<file path="src/rtl/lcd_pkg.sv">
// Shared types, constants and cell-index helpers for the LCD decay scheduler.
// Cell index layout: plane*36 + digit*4 + bit, plane 0 = W', plane 1 = W.
package lcd_pkg;

    localparam int NUM_DIGITS      = 9;
    localparam int BITS_PER_DIGIT  = 4;
    localparam int CELLS_PER_PLANE = NUM_DIGITS * BITS_PER_DIGIT;
    localparam int NUM_CELLS       = 2 * CELLS_PER_PLANE;

    typedef logic [4:0] decay_t;
    typedef logic [6:0] cell_idx_t;

    localparam decay_t    DECAY_MAX    = 5'd31;
    localparam decay_t    DECAY_THRESH = 5'd16;
    localparam cell_idx_t LAST_CELL    = cell_idx_t'(NUM_CELLS - 1);

    typedef enum logic [1:0] {
        ST_IDLE,
        ST_SCAN,
        ST_DONE
    } lcd_decay_state_t;

    typedef struct packed {
        logic       plane;
        logic [3:0] digit;
        logic [1:0] bit_sel;
    } cell_addr_t;

    // Build a flat cell index from plane/digit/bit coordinates.
    function automatic cell_idx_t cell_pack(input cell_addr_t addr);
        return cell_idx_t'(7'(addr.plane) * 7'd36 + 7'(addr.digit) * 7'd4 + 7'(addr.bit_sel));
    endfunction

    // Split a flat cell index back into plane/digit/bit coordinates.
    function automatic cell_addr_t cell_unpack(input cell_idx_t idx);
        cell_addr_t addr;
        cell_idx_t  rem;
        addr.plane   = (idx >= cell_idx_t'(CELLS_PER_PLANE));
        rem          = addr.plane ? idx - cell_idx_t'(CELLS_PER_PLANE) : idx;
        addr.digit   = rem[5:2];
        addr.bit_sel = rem[1:0];
        return addr;
    endfunction

endpackage

</file>
<file path="src/rtl/lcd_decay_step.sv">
// One decay update for a single cell: saturating +1 when driven, saturating
// -1 when not, plus the display bit taken from the pre-update value.
module lcd_decay_step
    import lcd_pkg::*;
(
    input  decay_t decay,
    input  logic   on,
    output decay_t decay_next,
    output logic   display
);

    // Saturating step; holds at 0 and DECAY_MAX so the count never wraps.
    always_comb begin
        // NOTE: default first so every path assigns decay_next; no latch.
        decay_next = decay;
        if (on && (decay < DECAY_MAX)) begin
            decay_next = decay + 5'd1;
        end else if (!on && (decay != '0)) begin
            decay_next = decay - 5'd1;
        end
    end

    assign display = (decay > DECAY_THRESH);

endmodule

</file>
<file path="src/rtl/lcd_decay_scheduler.sv">
// Time-multiplexed LCD segment decay scheduler. Each 1 kHz tick walks all 72
// W/W' cells, one per clock, and hands a frame-coherent display copy to the
// renderer at vblank.
// Build option: define LCD_DECAY_EN for the decay scan; without it the W
// latches pass straight through to the working state on each tick.
module lcd_decay_scheduler
    import lcd_pkg::*;
(
    input  logic        clk,
    input  logic        reset_n,
    input  logic        divider_1khz,
    input  logic [35:0] w_prime_bits,
    input  logic [35:0] w_main_bits,
    input  logic        vblank_int,
    output logic [35:0] cache_w_prime_bits,
    output logic [35:0] cache_w_main_bits,
    output logic        busy,
    output logic        scan_done,
    output logic        overrun
);

    lcd_decay_state_t state, state_next;

    logic                 prev_divider;
    logic                 prev_vblank;
    logic                 tick_rise;
    logic                 vblank_rise;
    logic [NUM_CELLS-1:0] work;
    logic [NUM_CELLS-1:0] cache;
    logic                 pending;

    assign tick_rise   = divider_1khz & ~prev_divider;
    assign vblank_rise = vblank_int & ~prev_vblank;

    assign cache_w_prime_bits = cache[CELLS_PER_PLANE-1:0];
    assign cache_w_main_bits  = cache[NUM_CELLS-1:CELLS_PER_PLANE];

`ifdef LCD_DECAY_EN
    logic [NUM_CELLS-1:0] shadow;
    cell_idx_t            idx;
    decay_t               decay_mem [NUM_CELLS];
    decay_t               step_next;
    logic                 step_display;

    lcd_decay_step u_step (
        .decay      (decay_mem[idx]),
        .on         (shadow[idx]),
        .decay_next (step_next),
        .display    (step_display)
    );
`endif

    // Edge detectors for the tick divider and vblank level.
    always_ff @(posedge clk or negedge reset_n) begin
        if (!reset_n) begin
            prev_divider <= 1'b0;
            prev_vblank  <= 1'b0;
        end else begin
            // NOTE: non-blocking so every flop samples pre-edge values.
            prev_divider <= divider_1khz;
            prev_vblank  <= vblank_int;
        end
    end

    // FSM state register.
    always_ff @(posedge clk or negedge reset_n) begin
        if (!reset_n) begin
            state <= ST_IDLE;
        end else begin
            state <= state_next;
        end
    end

    // Next-state and status outputs.
    always_comb begin
        state_next = state;
        busy       = 1'b0;
        scan_done  = 1'b0;
        unique case (state)
            ST_IDLE: begin
                if (tick_rise) begin
`ifdef LCD_DECAY_EN
                    state_next = ST_SCAN;
`else
                    state_next = ST_DONE;
`endif
                end
            end
`ifdef LCD_DECAY_EN
            ST_SCAN: begin
                busy = 1'b1;
                if (idx == LAST_CELL) begin
                    state_next = ST_DONE;
                end
            end
`endif
            ST_DONE: begin
                scan_done  = 1'b1;
                state_next = ST_IDLE;
            end
            default: state_next = ST_IDLE;
        endcase
    end

`ifdef LCD_DECAY_EN
    // Tick snapshot of the W latches and the scan cell pointer.
    always_ff @(posedge clk or negedge reset_n) begin
        if (!reset_n) begin
            shadow <= '0;
            idx    <= '0;
        end else if (state == ST_IDLE && tick_rise) begin
            shadow <= {w_main_bits, w_prime_bits};
            idx    <= '0;
        end else if (state == ST_SCAN) begin
            idx <= idx + 7'd1;
        end
    end

    // Per-cell decay counters, one updated per scan cycle.
    always_ff @(posedge clk or negedge reset_n) begin
        if (!reset_n) begin
            // NOTE: counters live in flops, so a reset loop is legal and required.
            for (int i = 0; i < NUM_CELLS; i++) begin
                decay_mem[i] <= '0;
            end
        end else if (state == ST_SCAN) begin
            decay_mem[idx] <= step_next;
        end
    end

    // Working display state; uses the pre-update decay, so it lags by one tick.
    always_ff @(posedge clk or negedge reset_n) begin
        if (!reset_n) begin
            work <= '0;
        end else if (state == ST_SCAN) begin
            work[idx] <= step_display;
        end
    end

    // Sticky overrun: a tick arriving mid-scan is dropped and flagged.
    always_ff @(posedge clk or negedge reset_n) begin
        if (!reset_n) begin
            overrun <= 1'b0;
        end else if (tick_rise && state != ST_IDLE) begin
            overrun <= 1'b1;
        end
    end
`else
    // Working display state follows the W latches directly on each tick.
    always_ff @(posedge clk or negedge reset_n) begin
        if (!reset_n) begin
            work <= '0;
        end else if (state == ST_IDLE && tick_rise) begin
            work <= {w_main_bits, w_prime_bits};
        end
    end

    assign overrun = 1'b0;
`endif

    // Vblank handoff: copy immediately when idle, otherwise defer to the end
    // of DONE so a partially scanned frame is never exposed.
    always_ff @(posedge clk or negedge reset_n) begin
        if (!reset_n) begin
            cache   <= '0;
            pending <= 1'b0;
        end else if (state == ST_DONE) begin
            if (pending || vblank_rise) begin
                cache <= work;
            end
            pending <= 1'b0;
        end else if (vblank_rise) begin
            if (state == ST_IDLE) begin
                cache <= work;
            end else begin
                pending <= 1'b1;
            end
        end
    end

endmodule

</file>
<file path="config.mk">
export PLATFORM = sky130hd
export DESIGN_NAME = lcd_decay_scheduler
export DESIGN_NICKNAME = d
export VERILOG_FILES = /design/src/rtl/lcd_pkg.sv /design/src/rtl/lcd_decay_step.sv /design/src/rtl/lcd_decay_scheduler.sv
export SDC_FILE = /design/constraint.sdc
export NUM_CORES = 1
export LEC_CHECK = 0
export ABC_AREA = 1
export CORE_MARGIN = 2
export CORE_UTILIZATION = 48
export CTS_CLUSTER_SIZE = 30
export DETAILED_ROUTE_END_ITERATION = 6
export GPL_TIMING_DRIVEN = 0
export PLACE_DENSITY = 0.79
export SETUP_SLACK_MARGIN = 0.3
export SLEW_MARGIN = 20
export SYNTH_ARGS = -nofsm -noshare
export SYNTH_HDL_FRONTEND = slang
export SYNTH_SLANG_ARGS = --single-unit
</file>
<file path="constraint.sdc">
create_clock -name clk -period 1.3 [get_ports clk]
set_input_delay 0.26 -clock clk [delete_from_list [all_inputs] [get_ports clk]]
set_output_delay 0.26 -clock clk [all_outputs]
set_load 0.05 [all_outputs]
</file>
==> results.sh, run 1 <==
export IMPL_p_per_area_nw_per_um2=1490
export IMPL_drive_gt1_share_pct=51.5
export IMPL_synth_seq_area_share_pct=64.1
export IMPL_ys_seq_elements=148
export IMPL_netlist_area_um2=5770
export IMPL_finalPower_w=0.0154
export IMPL_syn_instance_count=635
export IMPL_r2r_setup_slack_ns=-0.05
export IMPL_grt_max_degree=83
export IMPL_pin_count=151
export IMPL_maxSlewHeadroom_pct=66.2
export IMPL_crit_type="register to register"
export IMPL_wl_per_cell_um=19.8
export IMPL_numCtsBuffers=17
export IMPL_cts_tree="done"
export IMPL_status="finished with violations"
export IMPL_maxCapViolCount=0
export IMPL_fillers=501
export IMPL_cts_sinks=148
export IMPL_dp_cells=932
export IMPL_htreeDepth=4
export IMPL_dp_hpwl_um=10100
export IMPL_row_count=40
export IMPL_fp_dieH_um=114
export IMPL_cts_buffer_depth=2
export IMPL_irDropWorstVdd_mv=1.11
export IMPL_cts_root_buffer="clkbuf_16"
export IMPL_gr_usage_all_layers_pct=29.9
export IMPL_top_usage_layer="met2"
export IMPL_hold_violations=66
export IMPL_gp_congestion=0.793
export IMPL_core_area_um2=11900
export IMPL_worst_setup_path_end_kind="register"
export IMPL_cp_required_ns=1.66
export IMPL_skew_ns=0.0101
export IMPL_fmax_mhz=742
export IMPL_grt_use_met1_pct=36.6
export IMPL_vias=5876
export IMPL_startpoint="state[1]"
export IMPL_wl_um=21100
export IMPL_r2r_worst_path_cells=6
export IMPL_area_delta_synth_final_pct=79.2
export IMPL_path_cells="buf_12, nand2_8, buf_12, clkbuf_16, nand3_2, nand2_2"
export IMPL_ys_types=12
export IMPL_vias_per_cell=5.50
export IMPL_die_x_um=114
export IMPL_clkLatencyLatePin_ns=0.43
export IMPL_path_buf_inv=3
export IMPL_cp_start_kind="register"
export IMPL_fin_cells=1068
export IMPL_rr_startpoint="state[1]"
export IMPL_fin_ws_ns=-0.0479
export IMPL_yosys_warnings=0
export IMPL_violations="negative hold slack, negative setup slack"
export IMPL_holdWs_ns=-0.222
export IMPL_drtIter0Drc=438
export IMPL_floorplan_initialDensity_pct=48.7
export IMPL_grt_first_pass_wirelength_um=29500
export IMPL_antenna_left=0
export IMPL_critical_path_max_stage_delay_ns=0.46
export IMPL_hp_class="input port to async pin"
export IMPL_crit_family="buffers and inverters"
export IMPL_antenna_found_initial=0
export IMPL_fin_nets=983
export IMPL_arrival_ns=1.71
export IMPL_r2r_end="cache[8]"
export IMPL_dr_pass1_iters=5
export IMPL_cp_slowest_cell="dfrtp_2"
export IMPL_drc_errors=0
export IMPL_rsz0062_at_grt="yes"
export IMPL_setup_viol=25
export IMPL_worst_pin_slew_ns=0.506
export IMPL_slew_violations=0
export IMPL_path_clk_slew_ns=0.06
export IMPL_crit_fanout=7
export IMPL_port_buffers=148
export IMPL_grt_util_met3_pct=6.06
export IMPL_die_area_um2=12900
export IMPL_syn_avg_cell_area_um2=9.09
export IMPL_met2_usage_pct=51.8
export IMPL_setup_tns_ns=-0.282
export IMPL_grt_overflow=0
export IMPL_power_leakage_nw=5.27
export IMPL_fin_crit_sh_pct=104
export IMPL_fin_crit_ns=1.35
export IMPL_timing_critical_path_mode_cell="buf_12"
export IMPL_grt_pass1_vias=5750
==> sequential cells by signal (all words and copies together) (netlist names) <==
name / count
pending: 1
work: 72
prev_divider: 1
state: 1
cache: 72
prev_vblank: 1
==> Yosys cell counts (all sizes together) <==
cell    count  area share, %
nand2     292             19
dfrtp     148             64
nand3     144             12
buf        30            2.8
clkbuf     15           0.98
inv         3           0.20
nor2        2           0.26
conb        1          0.065
==> metrics by stage <==
step | worst slack (ns) | cell area, um2 | util [%]
after global placement | -6.03 | 7540 | 63.6
after detailed placement | -0.611 | 7570 | 63.9
after floorplan | 0.0849 | 5880 | -
final | -0.0479 | 10300 | 87.3
after CTS | -0.00995 | 9640 | 81.3
after global routing | -0.0642 | 10300 | 87.2
==> worst max path at each step <==
| stage | end | slack, ns | cells after the start |
|---|---|---|---|
| 4_1_cts | scan_done | -0.01 | 1 |
| 6_report | cache[8] | -0.05 | 6 |
| 2_1_floorplan | work[10] | 0.08 | 5 |
| 5_1_grt | cache[8] | -0.06 | 6 |
| 3_3_place_gp | state[1] | -6.03 | 1 |
| 3_5_place_dp | cache[37] | -0.61 | 5 |
==> per-layer routing <==
layer,vias to the layer above,routed length (um)
met1,2950,8060
met3,65,1100
met4,0,822
met5,-,0
li1,2590,-
met2,271,11200
==> what timing repair did <==
action | CTS | global route
endpoints found under the hold margin | 66 | 66
setup endpoints to repair | 218 | 218
pin swaps | 79 | 46
gates resized for setup | 762 | 118
buffers inserted | 44 | 34
gates cloned | 23 | 2
==> cells by family after synthesis <==
logic type | synth area share, %
buf+inv | 3.94
flops | 64.1
other cells | 0.0649
simple gates | 31.9
==> layout by cell type (no fill, tap or decap), drive strengths merged <==
master and count:
clkbuf 44, inv 3, buf 203, conb 2, nor2 2, clkinv 5, nand2 295, diode 1
dfrtp 148, nand3 144, clkdlybuf4s50 74
==> power by group <==
group | switching, W | leakage, nW | internal, W
Sequential | 0.000697 | 1.86 | 0.00535
Combinational | 0.00286 | 3.15 | 0.00213
Clock | 0.00183 | 0.259 | 0.00257
Total | 0.00539 | 5.27 | 0.0101
==> final cells by class <==
class / instances / area, um2 / share of cell area [%]
Multi-Input combinational cell: 443 / 2840 / 27.5
Buffer: 45 / 490 / 4.74
Timing Repair Buffer: 249 / 2590 / 25.1
Sequential cell: 148 / 3700 / 35.8
Clock inverter: 5 / 25.0 / 0.242
Antenna cell: 1 / 2.50 / 0.0242
Clock buffer: 27 / 493 / 4.76
Tap cell: 147 / 184 / 1.78
Inverter: 3 / 11.3 / 0.109
==> worst reg2reg max path: stages (launching register included) <==
cell       delay [ns]
dfrtp_2          0.46
buf_12           0.15
nand2_8          0.14
buf_12           0.18
clkbuf_16        0.17
nand3_2          0.09
nand2_2          0.10
(Power assumes the default switching activity.)
==> inputs of run 2 (changes only) <==
- CORE_MARGIN: 2 -> 5
- CORE_UTILIZATION: 48 -> 44
- PLACE_DENSITY: 0.79 -> 0.76
- SKIP_LAST_GASP: default -> 1
- clock period: 1.3 -> 1.1 ns (I/O delays scaled with it)
==> run 2 against run 1 <==
Effect of this change:
- the run still ends with negative hold slack, negative setup slack left
- flip-flop and latch count stayed put
- clock skew decreased by 0.0016 ns
- first-iteration DRC count shrank 19%
- wire length is 17% lower
- global-route usage decreased by 8.6 points
- critical path depth stayed put
- power grew 21%
- combinational power rose by 2%
- via count down 11%
- critical path type unchanged
- largest power group unchanged
- highest routed layer unchanged
==> results.sh, run 2 (same netlist as run 1, synthesis figures left out) <==
export IMPL_status="finished with violations"
export IMPL_violations="negative hold slack, negative setup slack"
export IMPL_final_cell_area_um2=9490
export IMPL_skew_ns=0.00850
export IMPL_power_leakage_nw=4.78
export IMPL_r2r_setup_slack_ns=-0.15
export IMPL_finalPower_w=0.0187
export IMPL_place_ws_ns=-0.823
export IMPL_dr_pass1_iters=7
export IMPL_vias_per_cell=5.08
export IMPL_setup_viol=216
export IMPL_wl_um=17500
export IMPL_die_area_um2=15500
export IMPL_path_clk_slew_ns=0.06
export IMPL_area_delta_synth_final_pct=64.3
export IMPL_irDropWorstVdd_mv=1.19
export IMPL_numCtsBuffers=17
export IMPL_holdWs_ns=-0.276
export IMPL_core_area_um2=12700
export IMPL_path_cells="buf_6, nand2_8, nand2_8, clkbuf_16, nand2_2, nand2_1"
export IMPL_fp_dieH_um=125
export IMPL_fin_crit_sh_pct=114
export IMPL_fin_ws_ns=-0.155
export IMPL_htreeDepth=4
export IMPL_cp_required_ns=1.40
export IMPL_layout_commonest_cell="nand2_1"
export IMPL_critical_path_max_stage_delay_ns=0.45
export IMPL_cts_tree="done"
export IMPL_grt_overflow=0
export IMPL_gp_congestion=0.813
export IMPL_rr_startpoint="state[1]"
export IMPL_gr_usage_all_layers_pct=21.3
export IMPL_cp_slowest_cell="dfrtp_2"
export IMPL_p_per_area_nw_per_um2=1980
export IMPL_antenna_left=0
export IMPL_grt_pass1_vias=5216
export IMPL_wl_per_cell_um=16.9
export IMPL_fin_crit_ns=1.25
export IMPL_pin_count=151
export IMPL_hp_class="input port to async pin"
export IMPL_cp_start_kind="register"
export IMPL_crit_fanout=7
export IMPL_crit_type="register to register"
export IMPL_arrival_ns=1.56
export IMPL_row_count=41
export IMPL_fmax_mhz=797
export IMPL_clkLatencyLatePin_ns=0.42
export IMPL_maxCapViolCount=0
export IMPL_drive_gt1_share_pct=43.5
export IMPL_antenna_cells=0
export IMPL_fin_nets=926
export IMPL_hold_violations=54
export IMPL_r2r_end="cache[30]"
export IMPL_floorplan_initialDensity_pct=45.4
export IMPL_vias=5257
export IMPL_dp_hpwl_um=10700
export IMPL_fillers=869
export IMPL_cts_root_buffer="clkbuf_16"
export IMPL_timing_critical_path_mode_cell="nand2_8"
export IMPL_port_buffers=148
export IMPL_die_x_um=125
export IMPL_dpl_cell_area_um2=7700
export IMPL_top_regs="cache (72), work (72)"
export IMPL_drtIter0Drc=353
export IMPL_crit_family="flip-flops"
export IMPL_final_cell_mix="nand2_1 (187), nand3_1 (144), nand2_2 (83), buf_6 (77)"
export IMPL_antenna_found_initial=0
export IMPL_slew_violations=0
export IMPL_r2r_worst_path_cells=6
export IMPL_cts_buffer_depth=2
export IMPL_worst_setup_path_end_kind="register"
export IMPL_grt_max_degree=95
export IMPL_rsz0062_at_grt="yes"
export IMPL_grt_first_pass_wirelength_um=26700
export IMPL_path_buf_inv=2
export IMPL_cts_sinks=148
export IMPL_drc_errors=0
-- run 2: repair_timing --
item | CTS | global route
pin swaps | 2 | 8
cloned | 7 | 7
resized for setup | 582 | 123
hold endpoints to repair | 54 | 54
endpoints found under the setup margin | 218 | 219
buffers inserted | 14 | 18
-- run 2: how the worst max path moves through the flow --
stage / start / to / slack [ns] / cells past startpoint
after floorplan: state[1] / work[10] / -0.12 / 5
after global placement: reset_n / cache[14] / -6.23 / 1
after detailed placement: vblank_int / cache[3] / -0.82 / 5
after CTS: state[1] / scan_done / -0.17 / 1
after global routing: state[1] / work[27] / -0.22 / 6
final: state[1] / cache[30] / -0.15 / 6
-- run 2: per-stage QoR --
step / hold WS (ns) / std cells / TNS (ns) / utilization, %
2_1_floorplan: -0.0756 / 636 / -12.19 / -
3_3_place_gp: 0.451 / 956 / -992.11 / 60.2
3_5_place_dp: 0.166 / 957 / -115.31 / 60.5
4_1_cts: -0.280 / 1009 / -25.53 / 69.6
5_1_grt: -0.262 / 1034 / -34.91 / 74.6
6_report: -0.276 / 1034 / -22.54 / 74.6
-- run 2: power breakdown --
group	leakage, nW	switching, W	internal, W
registers	1.77	0.000765	0.00641
clock network	0.323	0.00214	0.00435
logic	2.69	0.00298	0.00210
-- run 2: area by class of cell --
class	instances	area (um2)	share of cell area (%)
flip-flops and latches	148	3800	40.0
multi-input cells	444	2300	24.3
repair buffers	191	2080	22.0
clock buffers	21	460	4.85
plain buffers	45	417	4.39
well taps	172	215	2.27
clock inverters	10	203	2.14
inverters	3	11.3	0.119
-- run 2: layer usage --
metal  part of all wire (%)  track usage, %
met1                     40            25.8
met2                     53            35.8
met3                    3.9            5.10
met4                    3.5            10.1
met5                      0               0
==> inputs of run 3 (changes only) <==
==> constraint.sdc (replaced) <==
create_clock -name clk -period 1.1 [get_ports clk]
set_input_delay 0.33 -clock clk [delete_from_list [all_inputs] [get_ports clk]]
set_output_delay 0.33 -clock clk [all_outputs]
set_load 0.05 [all_outputs]
==> run 3 against run 2 <==
Effect of this change:
- the flow still finishes with violations (negative hold slack, negative setup slack)
- die area stayed put
- critical path depth is 5 lower
- flip-flop and latch count unchanged
- critical path type is now register to primary output
- worst hold slack better by 0.092 ns
==> results.sh, run 3 (same netlist as run 1, synthesis figures left out) <==
export IMPL_crit_cells=1
export IMPL_dpl_cell_area_um2=7700
export IMPL_grt_pass1_vias=6057
export IMPL_fillers=535
export IMPL_hold_violations=54
export IMPL_layout_commonest_cell="nand2_2"
export IMPL_grt_first_pass_wirelength_um=31900
export IMPL_grt_util_met3_pct=5.75
export IMPL_skew_ns=0.00909
export IMPL_slew_violations=0
export IMPL_startpoint="state[1]"
export IMPL_fin_nets=996
export IMPL_fin_cells=1105
export IMPL_fin_ws_ns=-0.290
export IMPL_port_buffers=148
export IMPL_numCtsBuffers=17
export IMPL_drive_gt1_share_pct=65.0
export IMPL_floorplan_initialDensity_pct=45.4
export IMPL_final_cell_mix="nand2_2 (149), buf_6 (88), nand2_1 (87), nand3_1 (86)"
export IMPL_status="finished with violations"
export IMPL_crit_family="flip-flops"
export IMPL_setup_tns_ns=-44.37
export IMPL_die_area_um2=15500
export IMPL_p_per_area_nw_per_um2=1810
export IMPL_crit_type="register to primary output"
export IMPL_worst_setup_path_end_kind="primary output"
export IMPL_area_delta_synth_final_pct=94.4
export IMPL_grt_max_degree=95
export IMPL_drtIter0Drc=516
export IMPL_fin_crit_ns=1.39
export IMPL_top_usage_layer="met2"
export IMPL_vias=6201
export IMPL_wl_per_cell_um=22.1
export IMPL_gr_usage_all_layers_pct=25.9
export IMPL_irDropWorstVdd_mv=1.14
export IMPL_vias_per_cell=5.61
export IMPL_crit_fanout=4
export IMPL_final_cell_area_um2=11200
export IMPL_fp_dieH_um=125
export IMPL_core_area_um2=12700
export IMPL_r2r_worst_path_cells=7
export IMPL_dp_cells=957
export IMPL_setup_viol=218
export IMPL_path_buf_inv=1
export IMPL_cts_buffer_depth=2
export IMPL_cp_slowest_cell="dfrtp_2"
export IMPL_fin_crit_sh_pct=126
export IMPL_arrival_ns=1.06
export IMPL_top_regs="cache (72), work (72)"
export IMPL_row_count=41
export IMPL_path_clk_slew_ns=0.06
export IMPL_rr_startpoint="state[1]"
export IMPL_gp_congestion=0.813
export IMPL_violations="negative hold slack, negative setup slack"
export IMPL_cts_sinks=148
export IMPL_antenna_found_initial=1
export IMPL_path_cells="buf_6"
export IMPL_clkLatencyLatePin_ns=0.43
export IMPL_dr_pass1_iters=6
export IMPL_die_x_um=125
export IMPL_drc_errors=0
export IMPL_grt_use_met1_pct=29.3
export IMPL_cp_required_ns=0.77
export IMPL_dp_hpwl_um=10700
export IMPL_fmax_mhz=719
export IMPL_hp_class="input port to async pin"
export IMPL_antenna_left=0
export IMPL_rsz0062_at_grt="yes"
export IMPL_grt_overflow=0
export IMPL_cp_start_kind="register"
export IMPL_critical_path_max_stage_delay_ns=0.46
export IMPL_wl_um=24400
export IMPL_maxCapViolCount=0
export IMPL_holdWs_ns=-0.184
export IMPL_power_leakage_nw=5.59
export IMPL_met2_usage_pct=45.9
export IMPL_cts_tree="done"
export IMPL_pin_count=151
export IMPL_htreeDepth=4
export IMPL_cts_root_buffer="clkbuf_16"
-- run 3: report_power, final --
part	internal, W	switching, W
logic	0.00273	0.00355
registers	0.00640	0.000958
clock network	0.00435	0.00233
-- run 3: routing by layer --
layer | wire length (um) | part of all wire [%]
met1 | 8860 | 36
met2 | 13100 | 54
met4 | 1100 | 4.5
met5 | 0 | 0
met3 | 1360 | 5.6
-- run 3: path summary, 6_finish.rpt --
kind | to | slack (ns)
max | scan_done | -0.29
min | cache[48] | -0.18
max reg2reg | work[31] | -0.27
min reg2reg | work[45] | 0.50
max in group asynchronous | pending | 0.42
min in group clk | prev_vblank | 0.27
-- run 3: cell type report --
| type | instances | area, um2 | area share, % |
|---|---|---|---|
| clock inverter | 10 | 203 | 1.81 |
| clock buffer | 21 | 460 | 4.10 |
| tap | 172 | 215 | 1.92 |
| buffer | 45 | 557 | 4.96 |
| multi-input combinational | 445 | 3120 | 27.8 |
| antenna | 1 | 2.50 | 0.0223 |
| sequential | 148 | 3800 | 33.8 |
| inverter | 3 | 11.3 | 0.100 |
| timing repair buffer | 260 | 2860 | 25.5 |
-- run 3: per-stage QoR --
stage               util, %  total power [W]  setup slack [ns]
finish                 88.2           0.0203            -0.290
global placement       60.2           0.0112             -6.34
global route           88.2           0.0209            -0.320
floorplan                 -          0.00954            -0.115
CTS                    79.7           0.0188            -0.290
detailed placement     60.5           0.0113            -0.933
-- run 3: worst reg2reg max path: cells and delay by family, from the launching register on --
family        cells  cell delay, ns
buf+inv           3            0.45
simple gates      4            0.35
flops             1            0.46
-- run 3: repair_timing --
item                                    in CTS  in global routing
gates cloned                                27                  0
setup buffers                               37                 52
resized for setup                          786                188
pin swaps                                   67                 64
endpoints found under the hold margin       54                 54
endpoints found under the setup margin     218                219
